## src/rtl/serial_regfile_pkg.sv

```systemverilog
// Shared sizing helpers, FSM state type and geometry check for serial_regfile.
package serial_regfile_pkg;

  typedef enum logic {IDLE, RUN} state_t;

  function automatic int calc_phases(input int xlen, input int slice);
    return xlen / slice;
  endfunction

  function automatic int calc_aw(input int nregs);
    return (nregs > 1) ? $clog2(nregs) : 1;
  endfunction

  function automatic int calc_pw(input int phases);
    return (phases > 1) ? $clog2(phases) : 1;
  endfunction

  // Operand must split into whole slices and take at least two phases.
  function automatic bit geometry_ok(input int xlen, input int slice);
    return (slice > 0) && (xlen % slice == 0) && (xlen / slice >= 2);
  endfunction

endpackage

```

## src/rtl/serial_regfile_slice_shifter.sv

```systemverilog
// PHASES-deep slice shift register: parallel load, LSB-first slice out, slot-indexed slice in.
module slice_shifter
  import serial_regfile_pkg::*;
#(
  parameter  int XLEN   = 32,
  parameter  int SLICE  = 8,
  localparam int PHASES = calc_phases(XLEN, SLICE),
  localparam int PW     = calc_pw(PHASES)
) (
  input  logic             clk,
  input  logic             rst,
  input  logic             clear,
  input  logic             load,
  input  logic [XLEN-1:0]  load_val,
  input  logic             shift,
  input  logic             wr,
  input  logic [PW-1:0]    slot,
  input  logic [SLICE-1:0] din,
  output logic [SLICE-1:0] dout,
  output logic [XLEN-1:0]  merged
);

  logic [PHASES-1:0][SLICE-1:0] sr;
  logic [PHASES-1:0][SLICE-1:0] sr_wr;

  // Contents with this cycle's incoming slice already in place.
  always_comb begin
    sr_wr = sr;
    if (wr) sr_wr[slot] = din;
  end

  always_ff @(posedge clk) begin
    if (rst || clear)  sr <= '0;
    else if (load)     sr <= load_val;
    else if (shift)    sr <= {{SLICE{1'b0}}, sr[PHASES-1:1]};
    else if (wr)       sr <= sr_wr;
  end

  assign dout   = sr[0];
  assign merged = sr_wr;

endmodule

```

## src/rtl/serial_regfile.sv

```systemverilog
// Phase-multiplexed integer register file: XLEN operands moved over SLICE-bit buses, LSB first.
// Optional SERIAL_REGFILE_BYPASS_EN forwards a back-to-back commit into the next snapshot.
module serial_regfile
  import serial_regfile_pkg::*;
#(
  parameter  int XLEN   = 32,
  parameter  int SLICE  = 8,
  parameter  int NREGS  = 16,
  localparam int PHASES = calc_phases(XLEN, SLICE),
  localparam int AW     = calc_aw(NREGS),
  localparam int PW     = calc_pw(PHASES)
) (
  input  logic             clk,
  input  logic             rst,
  input  logic             start,
  input  logic [AW-1:0]    rs1,
  input  logic [AW-1:0]    rs2,
  input  logic [AW-1:0]    rd,
  input  logic             we,
  input  logic [SLICE-1:0] rd_slice,
  output logic [SLICE-1:0] rs1_slice,
  output logic [SLICE-1:0] rs2_slice,
  output logic [PW-1:0]    phase,
  output logic             busy,
  output logic             done
);

  if (!geometry_ok(XLEN, SLICE)) begin : g_bad_geometry
    $error("serial_regfile: XLEN must be a multiple of SLICE with at least 2 phases");
  end

  state_t          state, state_nx;
  logic            accept, last, commit;
  logic [AW-1:0]   rd_q;
  logic            we_q;
  logic [XLEN-1:0] regs [NREGS];
  logic [XLEN-1:0] rs1_rd, rs2_rd, rs1_snap, rs2_snap, commit_val;
  logic [SLICE-1:0] asm_dout_unused;
  logic [XLEN-1:0]  rs1_merged_unused, rs2_merged_unused;

  assign last   = (state == RUN) && (phase == PW'(PHASES - 1));
  assign commit = last && we_q && (rd_q != '0) && (32'(rd_q) < NREGS);

  always_ff @(posedge clk) begin
    if (rst) state <= IDLE;
    else     state <= state_nx;
  end

  // A start is only honoured when idle or in the final phase (back-to-back).
  always_comb begin
    state_nx = state;
    accept   = 1'b0;
    case (state)
      IDLE: if (start) begin
        accept   = 1'b1;
        state_nx = RUN;
      end
      RUN: if (last) begin
        accept   = start;
        state_nx = start ? RUN : IDLE;
      end
      default: state_nx = IDLE;
    endcase
  end

  always_ff @(posedge clk) begin
    if (rst) begin
      phase <= '0;
      rd_q  <= '0;
      we_q  <= 1'b0;
    end else begin
      if (accept || last)     phase <= '0;
      else if (state == RUN)  phase <= phase + PW'(1);
      if (accept) begin
        rd_q <= rd;
        we_q <= we;
      end
    end
  end

  // x0 and out-of-range addresses read as zero.
  always_comb begin
    rs1_rd = '0;
    rs2_rd = '0;
    if (rs1 != '0 && 32'(rs1) < NREGS) rs1_rd = regs[rs1];
    if (rs2 != '0 && 32'(rs2) < NREGS) rs2_rd = regs[rs2];
  end

`ifdef SERIAL_REGFILE_BYPASS_EN
  always_comb begin
    rs1_snap = (commit && rs1 == rd_q) ? commit_val : rs1_rd;
    rs2_snap = (commit && rs2 == rd_q) ? commit_val : rs2_rd;
  end
`else
  assign rs1_snap = rs1_rd;
  assign rs2_snap = rs2_rd;
`endif

  always_ff @(posedge clk) begin
    if (rst) begin
      for (int i = 0; i < NREGS; i++) regs[i] <= '0;
    end else if (commit) begin
      regs[rd_q] <= commit_val;
    end
  end

  // Read shifters clear at the end of a run so the buses idle at zero.
  slice_shifter #(.XLEN(XLEN), .SLICE(SLICE)) u_rs1 (
    .clk(clk), .rst(rst), .clear(last && !start), .load(accept), .load_val(rs1_snap),
    .shift(state == RUN), .wr(1'b0), .slot('0), .din('0),
    .dout(rs1_slice), .merged(rs1_merged_unused)
  );

  slice_shifter #(.XLEN(XLEN), .SLICE(SLICE)) u_rs2 (
    .clk(clk), .rst(rst), .clear(last && !start), .load(accept), .load_val(rs2_snap),
    .shift(state == RUN), .wr(1'b0), .slot('0), .din('0),
    .dout(rs2_slice), .merged(rs2_merged_unused)
  );

  // Write assembly; its merged view carries the live final slice during the commit cycle.
  slice_shifter #(.XLEN(XLEN), .SLICE(SLICE)) u_rd (
    .clk(clk), .rst(rst), .clear(1'b0), .load(1'b0), .load_val('0),
    .shift(1'b0), .wr(state == RUN), .slot(phase), .din(rd_slice),
    .dout(asm_dout_unused), .merged(commit_val)
  );

  assign busy = (state == RUN);
  assign done = last;

endmodule

```

## config.mk

```make
export PLATFORM = sky130hd
export DESIGN_NAME = serial_regfile
export DESIGN_NICKNAME = d
export VERILOG_FILES = /design/src/rtl/serial_regfile_pkg.sv /design/src/rtl/serial_regfile_slice_shifter.sv /design/src/rtl/serial_regfile.sv
export SDC_FILE = /design/constraint.sdc
export NUM_CORES = 1
export LEC_CHECK = 0
export BUFFER_PORTS_ARGS = -buffer_cell sky130_fd_sc_hd__buf_2
export CORE_ASPECT_RATIO = 0.6
export CORE_MARGIN = 3
export CORE_UTILIZATION = 48
export CTS_CLUSTER_SIZE = 12
export DETAILED_ROUTE_END_ITERATION = 6
export PLACE_DENSITY = 0.74
export SETUP_SLACK_MARGIN = 0.1
export SYNTH_ARGS = -nofsm -noshare
export SYNTH_HDL_FRONTEND = slang
export SYNTH_HIERARCHICAL = 1
export SYNTH_SLANG_ARGS = --single-unit
```

## constraint.sdc

```tcl
create_clock -name clk -period 2.6 [get_ports clk]
set_input_delay 0.13 -clock clk [delete_from_list [all_inputs] [get_ports clk]]
set_output_delay 0.13 -clock clk [all_outputs]
set_load 0.1 [all_outputs]
```

# Yosys cells after proc, flatten, opt, wreduce, memory -nomap -nowiden
# Memories as Yosys holds them, arrays and structs flattened.
# Index checks and enable logic that the tools add are counted.
dict set report classes {
  n_eq_ne 1
  n_bitwise 1
  n_reduce_logical 14
  n_addsub 1
  magnitude_cmp 2
  muxes 23
}
# op count
set ops {}
lappend ops {{2-to-1 mux 32 bit} 8}
lappend ops {{bitwise mux 32 bit} 1}
lappend ops {{OR reduction 32 bit} 1}
lappend ops {{demux 8 bit (select 2 bit)} 1}
lappend ops {{nonzero test 4 bit} 3}
lappend ops {{2-to-1 mux 1 bit} 9}
lappend ops {{2-to-1 mux 8 bit} 1}
lappend ops {{logical AND 1 bit} 5}
lappend ops {{2-to-1 mux 4 bit} 1}
lappend ops {{one-hot mux 1 bit (2 select lines)} 2}
lappend ops {{less-than comparator 2 x 3 -> 1 bit, second input constant} 1}
lappend ops {{adder 2 x 1 -> 2 bit, second input constant} 1}
lappend ops {{equality test 2 bit, second input constant} 1}
lappend ops {{greater-or-equal comparator 2 x 1 -> 1 bit, second input constant} 1}
lappend ops {{logical OR 1 bit} 2}
lappend ops {{nonzero test 2 bit} 1}
lappend ops {{OR reduction 2 bit} 1}
lappend ops {{logical NOT 1 bit} 1}
lappend ops {{inverter 1 bit} 1}
dict set report totals {
  in_bits 24
  output_inout_bits 20
  n_memories 1
  ramBits 512
  elab_cells 59
  regBits 104
}
# name words width read_ports rd_clocked_by_memory_dff write_ports line_no
set mem_list {}
lappend mem_list {regs 16 32 2 0 16 serial_regfile.sv:36} ;# logic [XLEN-1:0] regs [NREGS];

# Longest topological paths before layout
dict set report depth {
  word_depth 9
  mapped_depth 10
  ltp_nobuf 8
}

# Modules after synthesis
# Netlist, hierarchy kept.
# mod instances area_each_um2 cells_per_inst seq_area_each_um2
set by_module_without_submodules {}
lappend by_module_without_submodules {serial_regfile 1 25879.8 1869 14574.0}
lappend by_module_without_submodules {slice_shifter 3 2219.6 316 640.6}

# Least setup slack after synthesis
# Ideal clock, no wire load.
dict set report synth_timing {
  path_kind {register to register}
  startpoint {reg phase[0]}
  endpoint {mem regs[12][0], enable pin}
  slack_ns -0.528
  synth_period_minus_slack_ns 3.128
  required_ns 2.225
  stages_incl_launch_ff 6
  setup_ns 0.375
  arrival_ns 2.754
  n_path_buf 0
  cell_sequence {dfxtp_1 > ha_1 > and4b_1 > or3b_4 > nor2_4 > or2_2}
}
# element line_no
set synth_lines {}
lappend synth_lines {{start, declared} serial_regfile.sv:23} ;# output logic [PW-1:0] phase,
lappend synth_lines {{start signal, assigned} serial_regfile.sv:73} ;# else if (state == RUN) phase <= phase + PW'(1);
lappend synth_lines {{end, declared} serial_regfile.sv:36}

==> flow_summary.toml <==
[run_status]
outcome = "completed"

[cts]
cts.htree.levels = 2
postCtsSetupBuffers = 0
worstSkewPairLatency_ps = 620
cts_tree = "done"
numCtsBuffers = 57
cts_sinks = 584
clk_pin_slew_ps = 60
clk_path_buf_depth = 3
cts_root_buf = "clkbuf_16"

[timing]
finClkSkew_ps = 20.80
maxSlewViolCount = 0
setup_viol = 0
min_period_over_period = 0.9151
max_slew.worst_pin.slew_ps = 1108
rsz0062_at_grt = "false"
tns_ps = 0
hold_viol_final = 0
period_needed_ps = 2379
clock.fmax_mhz = 420.3
relSlewSlack = 0.2615

[drt]
drc = 0
vias = 24760
drt_wl_total_um = 105700
drt-initial-drc-count = 4538
wl_per_cell_um = 27.86
vias_per_cell = 6.523
final_antenna_net_count = 0
drt_pass1_iterations = 6

[pwr]
p_per_area_nw_per_um2 = 612.0
p_leak_nw = 13.52
vdd_drop_max_mv = 0.5021
power_mw = 22.11

[die]
core_sq_um = 65400
die_width_um = 340.2
dieArea_sq_um = 70260
start_util = 0.4919
fp.dieH_um = 206.5
io_pins = 44
row_count = 72

[yosys]
postSynthAreaPerCell_sq_um = 11.66
syn_area_sq_um = 32170
ys.warnings.count = 6
syn_inst = 2759

[grt]
grt_pass1_wl_um = 154400
track_usage = 0.2948
overflow = 0
antenna_found_initial = 4
grt_max_degree = 102
first_global_vias = 23850

[worst_setup_path]
slowest_stage = "or3b_2"
critical-path-top-delay-family = "simple AND/OR/NAND/NOR gates"
arrival_ps = 2740
worstPathRequired_ps = 2960
path_cells = "buf_4 > or3b_2 > nand2_1 > nand2_1 > and2_1"
cpPeakStageDelay_ps = 590
critPathBufInv = 1
path_max_fanout = 20
crit_path_start_kind = "flip-flop"
crit_type = "reg -> reg"
rr_worst_depth = 5
cp.depth = 5
path_common_cell = "nand2_1"
end_kind = "flip-flop"

[layout]
layout_common_cells = "and2_1 (483), edfxtp_1 (480), a21oi_1 (306), mux2i_1 (192), o21ai_0 (145)"
nFillCells = 5359
fin_nets = 2896
seq_area_sq_um = 16510
syn2layout_area_growth_pct = 12.31
final_common_cell = "and2_1"
multiInputGateArea_sq_um = 14710
final_util = 0.5524
drive_gt1_frac = 0.1853

[placed_design]
port-buffer-count = 43
post-dp-hpwl_um = 68460
gp_congestion = 0.9252

[hold_path]
hold_path.class = "in -> reg"
hold_depth = 4

[flow_run]
maxCapViolations = 0
cell type report:
cell class	instances	area share
Sequential cell	584	0.4569
Multi-Input combinational cell	1961	0.4071
Timing Repair Buffer	192	0.04928
Clock buffer	85	0.04481
Tap cell	888	0.03075
Inverter	75	0.007861
Clock inverter	7	0.003117
Antenna cell	3	0.0002078
report_power, final:
| group | internal, mW | switching (mW) | leakage (nW) | total (mW) |
|---|---|---|---|---|
| Combinational | 1.12 | 2.09 | 6.86 | 3.22 |
| Clock | 4.54 | 3.60 | 0.845 | 8.14 |
| Sequential | 10.5 | 0.267 | 5.81 | 10.8 |
stage by stage:
step / instances / cell area (sq um) / hold WS, ps / setup WS [ps]
6_report: 3795 / 36130 / 32.74 / 220.7
5_1_grt: 3792 / 36120 / 44.70 / 149.0
4_1_cts: 3792 / 36120 / 1.436 / 118.6
3_5_place_dp: 3684 / 34220 / 421.0 / 97.51
3_3_place_gp: 3684 / 34220 / 414.2 / 226.5
2_1_floorplan: 2896 / 32700 / 277.5 / 167.2
layer usage:
metal | GRT usage | wire length [um] | up-vias
li1 | - | - | 10290
met1 | 0.4229 | 40990 | 12130
met2 | 0.4259 | 44210 | 2062
met3 | 0.08967 | 16730 | 278
met4 | 0.1019 | 3786 | 0
met5 | 0 | 0 | -
worst register-to-register path, delay by kind of cell, from the launching register on:
kind | cells | cell delay [ps]
and+or+nand+nor | 4 | 1520
DFF | 1 | 360
buffers and inverters | 1 | 240
flip-flops by register name, indices dropped and copies added, names as in the netlist, 2 cells and up:
name / count
u_rs1/dout: 8
u_rs1/sr: 24
u_rd/sr: 24
u_rs2/sr: 24
rd_q: 4
u_rs2/dout: 8
u_rd/dout: 8
phase: 2
regs: 480
final timing paths:
kind	from	end	slack [ps]
max	busy	regs[1][1]	220
min	rd_slice[0]	u_rd/sr[24]	30
max reg2reg	busy	regs[1][1]	220
min reg2reg	rd_q[0]	rd_q[0]	500
timing repair:
| action | 4_1_cts | 5_1_grt |
|---|---|---|
| setup endpoints to repair | 15 | 51 |
| resized for setup | 1 | 2 |
| hold buffers | 16 | 0 |
| endpoints found under the hold margin | 13 | 0 |
(Power assumes the default switching activity.)
